File: src/rtl/bus_arbiter_if.sv
// Bus arbitration signal bundle: master requests and slave completion in,
// one-hot grant/ack and status out. The arbiter sits on the slave modport.
interface bus_arbiter_if #(
  parameter int N = 4
);
  localparam int OW = (N > 1) ? $clog2(N) : 1;

  logic [N-1:0]  bus_req;
  logic          xfer_done;
  logic [N-1:0]  bus_grant;
  logic [N-1:0]  bus_ack;
  logic [OW-1:0] owner;
  logic          bus_busy;
  logic          timeout_err;

  modport slave (
    input  bus_req, xfer_done,
    output bus_grant, bus_ack, owner, bus_busy, timeout_err
  );

  modport master (
    output bus_req, xfer_done,
    input  bus_grant, bus_ack, owner, bus_busy, timeout_err
  );
endinterface

File: src/rtl/bus_arbiter.sv
// Round-robin bus arbiter. One tenure at a time: IDLE picks a winner starting
// at the priority pointer, GRANT holds the bus until the slave completes or the
// tenure times out, RELEASE drops ack/busy before the next arbitration.
module bus_arbiter #(
  parameter int N       = 4,
  parameter int TIMEOUT = 16
) (
  input  logic         clk,
  input  logic         reset,
  bus_arbiter_if.slave bus
);
  localparam int OW = (N > 1) ? $clog2(N) : 1;
  localparam int CW = (TIMEOUT > 1) ? $clog2(TIMEOUT) : 1;

  typedef enum logic [1:0] {IDLE, GRANT, RELEASE} state_t;

  state_t        state_q, state_d;
  logic [OW-1:0] ptr_q, ptr_d;
  logic [CW-1:0] cnt_q, cnt_d;
  logic [N-1:0]  grant_q, grant_d;
  logic [N-1:0]  ack_q, ack_d;
  logic [OW-1:0] owner_q, owner_d;
  logic          busy_q, busy_d;
  logic          terr_q, terr_d;

  logic [OW-1:0] win;
  logic [OW-1:0] ix;
  logic          tenure_end;

  // Winner scan: walk offsets from far to near so the nearest requester at or
  // after ptr is the last one written.
  always_comb begin
    win = '0;
    ix  = '0;
    for (int k = N - 1; k >= 0; k--) begin
      ix = OW'((int'(ptr_q) + k) % N);
      if (bus.bus_req[ix]) win = ix;
    end
  end

  // Done wins over timeout when both land on the same cycle.
  assign tenure_end = bus.xfer_done || (cnt_q == CW'(TIMEOUT - 1));

  // Next-state and registered-output logic.
  always_comb begin
    state_d = state_q;
    ptr_d   = ptr_q;
    cnt_d   = cnt_q;
    grant_d = grant_q;
    ack_d   = ack_q;
    owner_d = owner_q;
    busy_d  = busy_q;
    terr_d  = terr_q;
    case (state_q)
      IDLE: begin
        if (|bus.bus_req) begin
          grant_d = N'(1) << win;
          owner_d = win;
          busy_d  = 1'b1;
          cnt_d   = '0;
          state_d = GRANT;
        end
      end
      GRANT: begin
        cnt_d = cnt_q + CW'(1);
        if (tenure_end) begin
          grant_d = '0;
          ack_d   = N'(1) << owner_q;
          terr_d  = !bus.xfer_done;
          ptr_d   = (owner_q == OW'(N - 1)) ? '0 : owner_q + OW'(1);
          state_d = RELEASE;
        end
      end
      RELEASE: begin
        ack_d   = '0;
        terr_d  = 1'b0;
        busy_d  = 1'b0;
        state_d = IDLE;
      end
      default: state_d = IDLE;
    endcase
  end

  // State and output registers; reset abandons any tenure without an ack.
  always_ff @(posedge clk or negedge reset) begin
    if (!reset) begin
      state_q <= IDLE;
      ptr_q   <= '0;
      cnt_q   <= '0;
      grant_q <= '0;
      ack_q   <= '0;
      owner_q <= '0;
      busy_q  <= 1'b0;
      terr_q  <= 1'b0;
    end else begin
      state_q <= state_d;
      ptr_q   <= ptr_d;
      cnt_q   <= cnt_d;
      grant_q <= grant_d;
      ack_q   <= ack_d;
      owner_q <= owner_d;
      busy_q  <= busy_d;
      terr_q  <= terr_d;
    end
  end

  assign bus.bus_grant   = grant_q;
  assign bus.bus_ack     = ack_q;
  assign bus.owner       = owner_q;
  assign bus.bus_busy    = busy_q;
  assign bus.timeout_err = terr_q;
endmodule

File: src/flat_wrapper.sv
// flat-port wrapper written by rule: the top's interface ports become plain ports
module bus_arbiter_flat 
#(
  parameter int N       = 4,
  parameter int TIMEOUT = 16
)
  (clk, reset, bus_bus_req, bus_xfer_done, bus_bus_grant, bus_bus_ack, bus_owner, bus_bus_busy, bus_timeout_err);
  bus_arbiter_if #(.N(N)) bus_i ();
  input  logic clk;
  input  logic reset;
  input wire logic [$bits(bus_i.bus_req)-1:0] bus_bus_req;
  input wire logic [$bits(bus_i.xfer_done)-1:0] bus_xfer_done;
  output wire logic [$bits(bus_i.bus_grant)-1:0] bus_bus_grant;
  output wire logic [$bits(bus_i.bus_ack)-1:0] bus_bus_ack;
  output wire logic [$bits(bus_i.owner)-1:0] bus_owner;
  output wire logic [$bits(bus_i.bus_busy)-1:0] bus_bus_busy;
  output wire logic [$bits(bus_i.timeout_err)-1:0] bus_timeout_err;
  assign bus_i.bus_req = bus_bus_req;
  assign bus_i.xfer_done = bus_xfer_done;
  assign bus_bus_grant = bus_i.bus_grant;
  assign bus_bus_ack = bus_i.bus_ack;
  assign bus_owner = bus_i.owner;
  assign bus_bus_busy = bus_i.bus_busy;
  assign bus_timeout_err = bus_i.timeout_err;
  bus_arbiter #(.N(N), .TIMEOUT(TIMEOUT)) u_core (.clk(clk), .reset(reset), .bus(bus_i));
endmodule
File: config.mk
export PLATFORM = sky130hd
export DESIGN_NAME = bus_arbiter_flat
export DESIGN_NICKNAME = d
export VERILOG_FILES = /design/src/rtl/bus_arbiter_if.sv /design/src/rtl/bus_arbiter.sv /design/src/flat_wrapper.sv
export SDC_FILE = /design/constraint.sdc
export NUM_CORES = 1
export LEC_CHECK = 0
export ABC_CLOCK_PERIOD_IN_PS = 2200
export CAP_MARGIN = 0
export CELL_PAD_IN_SITES_DETAIL_PLACEMENT = 0
export CELL_PAD_IN_SITES_GLOBAL_PLACEMENT = 1
export CORE_MARGIN = 2
export CORE_UTILIZATION = 41
export DETAILED_ROUTE_END_ITERATION = 6
export GPL_ROUTABILITY_DRIVEN = 0
export PLACE_DENSITY = 0.94
export SETUP_SLACK_MARGIN = 0.2
export SYNTH_ARGS = -nofsm -noshare
export SYNTH_HDL_FRONTEND = slang
export SYNTH_SLANG_ARGS = --single-unit
File: constraint.sdc
create_clock -name clk -period 2.2 [get_ports clk]
set_input_delay 0.66 -clock clk [delete_from_list [all_inputs] [get_ports clk]]
set_output_delay 0.66 -clock clk [all_outputs]
set_load 0.05 [all_outputs]
# == Word-level counts from Yosys, hierarchy flattened ==
# Index checks and enable logic that the tools add are counted.
# word_totals
regBits,20
input_bits,7
output_inout_bits,12
# op_classes
shifts,2
n_reduce_logical,14
n_addsub,5
magnitude_cmp,4
muxes,27
n_eq_ne,6
# op_table
operator,count
4-bit case mux with 2 select lines,3
4-bit 2-to-1 mux,4
2-bit 2-to-1 mux,7
"2-bit by 3-bit less-than comparator with 1-bit output, second input constant",4
2-bit AND reduction,6
1-bit binary-select mux with 2-bit select,4
"1-bit by 2-bit left shift with 4-bit output, first input constant",2
1-bit 2-to-1 mux,6
2-bit nonzero test,3
"2-bit by 1-bit adder with 2-bit output, second input constant",2
"2-bit adder, second input constant",2
"4-bit by 1-bit adder with 4-bit output, second input constant",1
"2-bit == test, second input constant",2
"4-bit == test, second input constant",1
"2-bit by 1-bit inequality test with 1-bit output, second input constant",2
1-bit case mux with 2 select lines,2
2-bit case mux with 2 select lines,1
4-bit OR reduction,1
3-bit AND reduction,1
"2-bit by 1-bit == test with 1-bit output, second input constant",1
2-bit zero test,1
1-bit zero test,1
1-bit logical OR,1

# == Logic depth before layout (Yosys ltp) ==
# Gate-level depths: netlist of the first run.
# depth
word_depth,10
ltp_mapped,6
depth_no_buf,6

# == Worst setup path before layout of the first run ==
# OpenSTA, ideal clock, no wires.
# synth_path
path_type,in2reg
from,input port bus_bus_req[1]
to,"register u_core.grant_q[2], in the netlist u_core.bus.bus_grant[2]"
required_ns,2.105
slack_ns,0.594
cell_stages,5
t_arrival_ns,1.510
setup_ns,0.095
cell_sequence,nor4_1 > or3_1 > buf_4 > nand3_1 > o31ai_1
# synth_between
elab_chain_len,9
# synth_lines
item,line,rtl
"start, declared",flat_wrapper.sv:11,input wire logic [$bits(bus_i.bus_req)-1:0] bus_bus_req;
1-bit binary-select mux with 2-bit select,bus_arbiter.sv:37,if (bus.bus_req[ix]) win = ix;
1-bit 2-to-1 mux (implied by the code),bus_arbiter.sv:37,
2-bit 2-to-1 mux (4 in a row),bus_arbiter.sv:37,
1-bit by 2-bit left shift with 4-bit output,bus_arbiter.sv:57,grant_d = N'(1) << win;
4-bit 2-to-1 mux,bus_arbiter.sv:56,if (|bus.bus_req) begin
4-bit case mux with 2 select lines,bus_arbiter.sv:54,case (state_q)
"end signal, assigned",bus_arbiter.sv:99,grant_q <= grant_d;
"end, declared",bus_arbiter.sv:20,"logic [N-1:0] grant_q, grant_d;"
# Parallel ways exist; a longest one is shown, timed or not. The select of a mux whose other input is x is not followed.
# A chain may end at the register's enable or synchronous reset.

# == Final worst setup path of the first run ==
# layout_path
from,input port bus_bus_req[0]
to,"register u_core.grant_q[0], in the netlist u_core.bus.bus_grant[0]"
# The elaborated chain is that of the path after synthesis.

==> impl_metrics.json, run 1 <==
{
  "die_w_um": 52.54,
  "htree_levels": 1,
  "antenna_found_initial": 0,
  "fin_crit_ns": 1.911,
  "endpoint_kind": "flip-flop",
  "rows": 17,
  "status": "complete, no violations",
  "place.port_buffers": 18,
  "worstSetupStartpointType": "primary input",
  "fin_nets": 138,
  "root_buffer": "clkbuf_4",
  "slew_headroom_pct": 67.18,
  "synth.yosys.warnings": 0,
  "crit_fanout": 4,
  "synth-seq-cells": 20,
  "slew_violations": 0,
  "path_buf_inv": 2,
  "cts_tree": "built",
  "pwr-share-clk_pct": 11.6,
  "synth_area_um2": 965.9,
  "start_util_pct": 43.67,
  "hold_path.class": "reg2reg",
  "ant_nets": 0,
  "num_vias": 794,
  "slowest_delay_ns": 0.42,
  "whs_ns": 0.5016,
  "stdcell_count": 153,
  "rsz0062_at_grt": "no",
  "cts-hold-fix-buffers": 0,
  "wire_per_inst_um": 12.21,
  "grt_use_total_pct": 16.55,
  "ys_seq_area_share_pct": 51.81,
  "path_class": "in2reg",
  "grt_overflow_total": 0,
  "pwr-share-seq_pct": 35.7,
  "internal-power_uw": 941.8,
  "finalClockSkew_ns": 0.001446,
  "cp_data_required_time_ns": 2.39,
  "clock_sinks": 20,
  "grt_pass1_wl_um": 3318,
  "die_area_um2": 2760,
  "place_inst": 149,
  "cts.clk_slew.worst_paths_ns": 0.11,
  "synthAdderAreaFrac_pct": 6.477,
  "dpl_worst_slack_ns": -0.02783,
  "synth_compound_area_share_pct": 13.99,
  "synth-edff-count": 0,
  "drt_iter0_markers": 4,
  "pin_count": 19,
  "synthSimpleGateAreaFrac_pct": 20.85,
  "powerDensity_nw_per_um2": 1433,
  "tns_ns": 0,
  "fmax_mhz": 523.3,
  "max_cap_violations": 0,
  "grt_pass1_vias": 759,
  "yosys.area_share.xor_xnor_pct": 0.9067,
  "synthDistinctLibCells": 29,
  "timing_worst_slew_pin_value_ns": 0.4943,
  "synthCells": 97,
  "cp.arrival_ns": 2.11,
  "period_share_pct": 86.85,
  "p_sw_uw": 856.8,
  "slowest_stage": "clkdlybuf4s50_1",
  "finalSetupViolCount": 0,
  "synthToLayoutAreaGrowth_pct": 29.92,
  "numCtsBuffers": 3,
  "firstDrtPassIters": 4,
  "cts_max_path_buffers": 2,
  "crit_family": "buffers and inverters",
  "cts_repair_resize_count": 10,
  "swShare_pct": 47.64,
  "avgSynthCellArea_um2": 9.958,
  "leakagePower_uw": 0.0006346,
  "hold_viol": 0,
  "ys.flop_type": "dfrtp_1",
  "die_height_um": 52.54,
  "wirelength_um": 1868,
  "synth_top_family_by_area": "simple AND/OR/NAND/NOR gates",
  "syn_nets": 109,
  "clkLatencyLatePin_ns": 0.30,
  "grt_start_max_net_pins": 21,
  "ir_drop_uv": 680.7,
  "comb_power_share_pct": 52.7,
  "cts_setup_buffers": 0,
  "ys_async_sr_fraction_pct": 100.0,
  "avgViaCountPerCell": 5.190,
  "n_antenna_cell": 0,
  "drcViolationCount": 0,
  "fin_ws_ns": 0.2892,
  "dpl.hpwl_um": 1434,
  "core_um2": 2212,
  "muxShareOfSynthArea_pct": 2.073,
  "drive_above_1_share_pct": 16.00,
  "crit_chain": "clkdlybuf4s50_1 > buf_4 > mux2i_1 > nor2_1 > or3_4 > a32o_1"
}
==> logic make-up after synthesis <==
group	count (synthesis)
XOR/XNOR	1
AO/OA/AOI/OAI	20
buffers and inverters	8
AND/OR/NAND/NOR	41
adder cells (fa/ha/maj)	5
multiplexers	2
flip-flops	20
==> per-stage QoR <==
step                      utilization, %  cell area (um2)  total power, uW
after global placement             55.43             1226             1629
after CTS                          56.50             1250             1814
after floorplan                        -            965.9             1336
final                              56.73             1255             1799
after detailed placement           55.43             1226             1654
after global routing               56.73             1255             1956
==> cells in the mapped netlist (2+ instances only) <==
cell type / n / area [um2]
buf_2: 2 / 10.01
dfrtp_1: 20 / 500.5
nand2_1: 15 / 56.30
inv_1: 4 / 15.01
a21oi_1: 3 / 15.01
nand3_1: 11 / 55.05
o21a_1: 2 / 15.01
o31ai_1: 3 / 22.52
nor3_1: 2 / 10.01
nand2b_1: 3 / 18.77
nor2_1: 4 / 15.01
ha_1: 5 / 62.56
a32o_1: 2 / 20.02
o21ai_0: 5 / 25.02
mux2i_1: 2 / 20.02
==> registers in the layout, summed over array words and instances (netlist names) <==
name	flops
u_core.bus.owner	2
u_core.bus.timeout_err	1
u_core.bus.bus_grant	4
u_core.state_q	2
u_core.ptr_q	2
u_core.bus.bus_busy	1
u_core.bus.bus_ack	4
u_core.cnt_q	4
==> worst register-to-register path, cell delays in order, from the launching register on <==
cell and delay, ns:
dfrtp_1 0.43, nand2b_1 0.30, or2_4 0.32, clkinv_2 0.09, nor2_1 0.07, a32o_1 0.21
==> final cells by class <==
cell class              count  area, um2
repair buffers             27      230.2
clock buffers               4      36.28
multi-input cells          69      432.9
flip-flops and latches     20      500.5
well taps                  28      35.03
fillers                   203      957.2
inverters                   5      20.02
==> cell usage in the layout (no fill, tap or decap), types with 2 or more instances in the layout <==
master and count:
nand3_1 11, dfrtp_1 20, a32o_1 2, ha_1 5, clkdlybuf4s50_1 6, dlygate4sd2_1 10
buf_4 11, mux2i_1 2, nand2_1 15, o31ai_1 3, clkbuf_4 3, o21a_1 2
a21oi_1 3, o21ai_0 5, nand2b_1 3, nor2_1 4, inv_1 4
==> power by group through the flow <==
stage	combinational, uW	sequential [uW]	clock [uW]
after floorplan	405	931	0
after global placement	983	646	0
after detailed placement	1000	653	0
after CTS	954	641	218
after global routing	1050	670	236
final	948	642	209
==> worst paths after layout <==
path / startpoint / to / cells past startpoint / slack (ns)
hold / removal: u_core.bus.bus_busy$_DFFE_PN0P_ / u_core.bus.bus_busy$_DFFE_PN0P_ / 1 / 0.50
setup reg to reg: u_core.state_q[1]$_DFFE_PN0P_ / u_core.bus.bus_grant[0]$_DFFE_PN0P_ / 5 / 0.67
setup / recovery: bus_bus_req[0] / u_core.bus.bus_grant[0]$_DFFE_PN0P_ / 6 / 0.29
min in group asynchronous: reset / u_core.bus.timeout_err$_DFFE_PN0P_ / 2 / 0.68
hold reg to reg: u_core.bus.bus_busy$_DFFE_PN0P_ / u_core.bus.bus_busy$_DFFE_PN0P_ / 1 / 0.50
max in group asynchronous: reset / u_core.bus.bus_ack[1]$_DFFE_PN0P_ / 2 / 1.31
==> metal layers <==
layer	up-vias	routed length, um	track usage [%]
met5	-	0	0
met4	0	0	1.282
met3	0	103	5.429
met2	22	933	29.38
met1	374	831	20.22
li1	398	-	-
Power figures use the tool's default switching activity.
==> run 2: changes to the inputs <==
--- a/config.mk
+++ b/config.mk
@@ -9,11 +9,12 @@
 export CAP_MARGIN = 0
 export CELL_PAD_IN_SITES_DETAIL_PLACEMENT = 0
 export CELL_PAD_IN_SITES_GLOBAL_PLACEMENT = 1
+export CORE_ASPECT_RATIO = 1.5
 export CORE_MARGIN = 2
 export CORE_UTILIZATION = 41
 export DETAILED_ROUTE_END_ITERATION = 6
 export GPL_ROUTABILITY_DRIVEN = 0
-export PLACE_DENSITY = 0.94
+export PLACE_DENSITY = 0.82
 export SETUP_SLACK_MARGIN = 0.2
 export SYNTH_ARGS = -nofsm -noshare
 export SYNTH_HDL_FRONTEND = slang
==> impl_metrics.json, run 2 (synthesis results as in run 1) <==
{
  "wire_per_inst_um": 14.07,
  "cts_tree": "built",
  "ant_nets": 0,
  "reg2reg_slack_ns": 0.61,
  "postPlaceCellArea_um2": 1222,
  "comb_power_share_pct": 52.9,
  "die_area_um2": 2768,
  "slowest_delay_ns": 0.50,
  "num_vias": 834,
  "stdcell_count": 149,
  "start_util_pct": 43.25,
  "drt_iter0_markers": 17,
  "grt_overflow_total": 0,
  "grt_pass1_wl_um": 3505,
  "place_inst": 145,
  "fillCellCount": 212,
  "cp.arrival_ns": 2.11,
  "fmax_mhz": 531.2,
  "synthToLayoutAreaGrowth_pct": 29.27,
  "dpl.hpwl_um": 1597,
  "n_antenna_cell": 0,
  "grt_start_max_net_pins": 21,
  "grt_pass1_vias": 823,
  "crit_chain": "clkdlybuf4s50_1 > nor4_1 > buf_4 > or3_1 > buf_4 > o31ai_1",
  "hold_viol": 0,
  "firstDrtPassIters": 4,
  "pin_count": 19,
  "root_buffer": "clkbuf_4",
  "pwr-share-clk_pct": 12.0,
  "powerDensity_nw_per_um2": 1471,
  "core_um2": 2233,
  "antenna_found_initial": 0,
  "endpoint_kind": "flip-flop",
  "slew_violations": 0,
  "path_class": "in2reg",
  "period_share_pct": 85.57,
  "swShare_pct": 48.21,
  "die_height_um": 63.45,
  "wirelength_um": 2096,
  "htree_levels": 1,
  "slew_headroom_pct": 67.38,
  "cts_setup_buffers": 0,
  "p_sw_uw": 885.7,
  "cp_data_required_time_ns": 2.43,
  "cts-hold-fix-buffers": 0,
  "internal-power_uw": 951.5,
  "path_buf_inv": 3,
  "clkLatencyLatePin_ns": 0.31,
  "ir_drop_uv": 687.0,
  "reg2reg_depth": 5,
  "status": "complete, no violations",
  "numCtsBuffers": 3,
  "clock_sinks": 20,
  "timing_worst_slew_pin_value_ns": 0.4912,
  "p_total_uw": 1837,
  "drive_above_1_share_pct": 17.46,
  "cts_max_path_buffers": 2,
  "max_cap_violations": 0,
  "drcViolationCount": 0,
  "final_cell_mix": "20 x dfrtp_1, 15 x nand2_1, 14 x buf_4",
  "worstSetupStartpointType": "primary input",
  "whs_ns": 0.5041,
  "crit_fanout": 8,
  "place.port_buffers": 18,
  "slowest_stage": "clkdlybuf4s50_1",
  "crit_family": "buffers and inverters",
  "rsz0062_at_grt": "no",
  "hold_path.class": "reg2reg",
  "finalClockSkew_ns": 0.006830,
  "fin_crit_ns": 1.882,
  "grt_use_total_pct": 16.86,
  "finalSetupViolCount": 0,
  "tns_ns": 0,
  "leakagePower_uw": 0.0006348,
  "cp_num_cells": 6,
  "min_path_cells": 2,
  "crit_path_frequent_cell": "buf_4",
  "cts_repair_resize_count": 8,
  "die_w_um": 43.63,
  "fin_nets": 139,
  "cts.clk_slew.worst_paths_ns": 0.12,
  "final_cell_area_um2": 1249,
  "layout.cells.most_common": "dfrtp_1",
  "avgViaCountPerCell": 5.597,
  "rows": 21,
  "pwr-share-seq_pct": 35.1
}
[run 2: power by group through the flow]
| stage | Combinational, uW | Clock [uW] | Sequential, uW |
|---|---|---|---|
| after floorplan | 405 | 0 | 931 |
| after global placement | 997 | 0 | 649 |
| after detailed placement | 1020 | 0 | 656 |
| after CTS | 986 | 224 | 645 |
| after global routing | 1060 | 235 | 667 |
| final | 973 | 221 | 644 |
[run 2: stage by stage]
step                      setup slack (ns)  util (%)
after detailed placement          0.007225     54.73
after CTS                           0.3203     55.91
after global routing                0.2322     55.91
after global placement             0.03521     54.73
after floorplan                     0.5944         -
final                               0.3176     55.91
[run 2: per-layer routing]
metal	track usage, %	part of all wire, %	vias up
li1	-	-	401
met1	19.03	41	407
met2	29.04	53	20
met3	2.292	3.5	6
met4	9.470	1.7	0
met5	0	0	-
[run 2: final timing paths]
kind	from	endpoint
worst max-delay path	bus_bus_req[2]	u_core.bus.bus_grant[2]$_DFFE_PN0P_
worst min-delay path	u_core.bus.bus_ack[1]$_DFFE_PN0P_	u_core.bus.bus_ack[1]$_DFFE_PN0P_
worst max register to register	u_core.state_q[1]$_DFFE_PN0P_	u_core.bus.bus_grant[1]$_DFFE_PN0P_
worst min register to register	u_core.bus.bus_ack[1]$_DFFE_PN0P_	u_core.bus.bus_ack[1]$_DFFE_PN0P_
max in group asynchronous	reset	u_core.state_q[0]$_DFFE_PN0P_
min in group asynchronous	reset	u_core.ptr_q[0]$_DFFE_PN0P_
[run 2: layout make-up]
| type | count | area, um2 | area share [%] |
|---|---|---|---|
| sequential | 20 | 500.5 | 40.08 |
| multi-input combinational | 69 | 427.9 | 34.27 |
| timing repair buffer | 28 | 235.2 | 18.84 |
| clock buffer | 4 | 36.28 | 2.906 |
| tap | 23 | 28.78 | 2.305 |
| inverter | 5 | 20.02 | 1.603 |
[run 2: worst min-delay path, delay by kind of cell (launching register included)]
kind / cells / cell delay [ns]
flops: 1 / 0.36
simple gates: 2 / 0.12
==> run 3: changes to the inputs <==
--- a/config.mk
+++ b/config.mk
@@ -16,6 +16,7 @@
 export GPL_ROUTABILITY_DRIVEN = 0
 export PLACE_DENSITY = 0.82
 export SETUP_SLACK_MARGIN = 0.2
+export SKIP_LAST_GASP = 1
 export SYNTH_ARGS = -nofsm -noshare
 export SYNTH_HDL_FRONTEND = slang
 export SYNTH_SLANG_ARGS = --single-unit
==> results of run 3 <==
Final layout, timing and power as in run 2 (identical DEF).
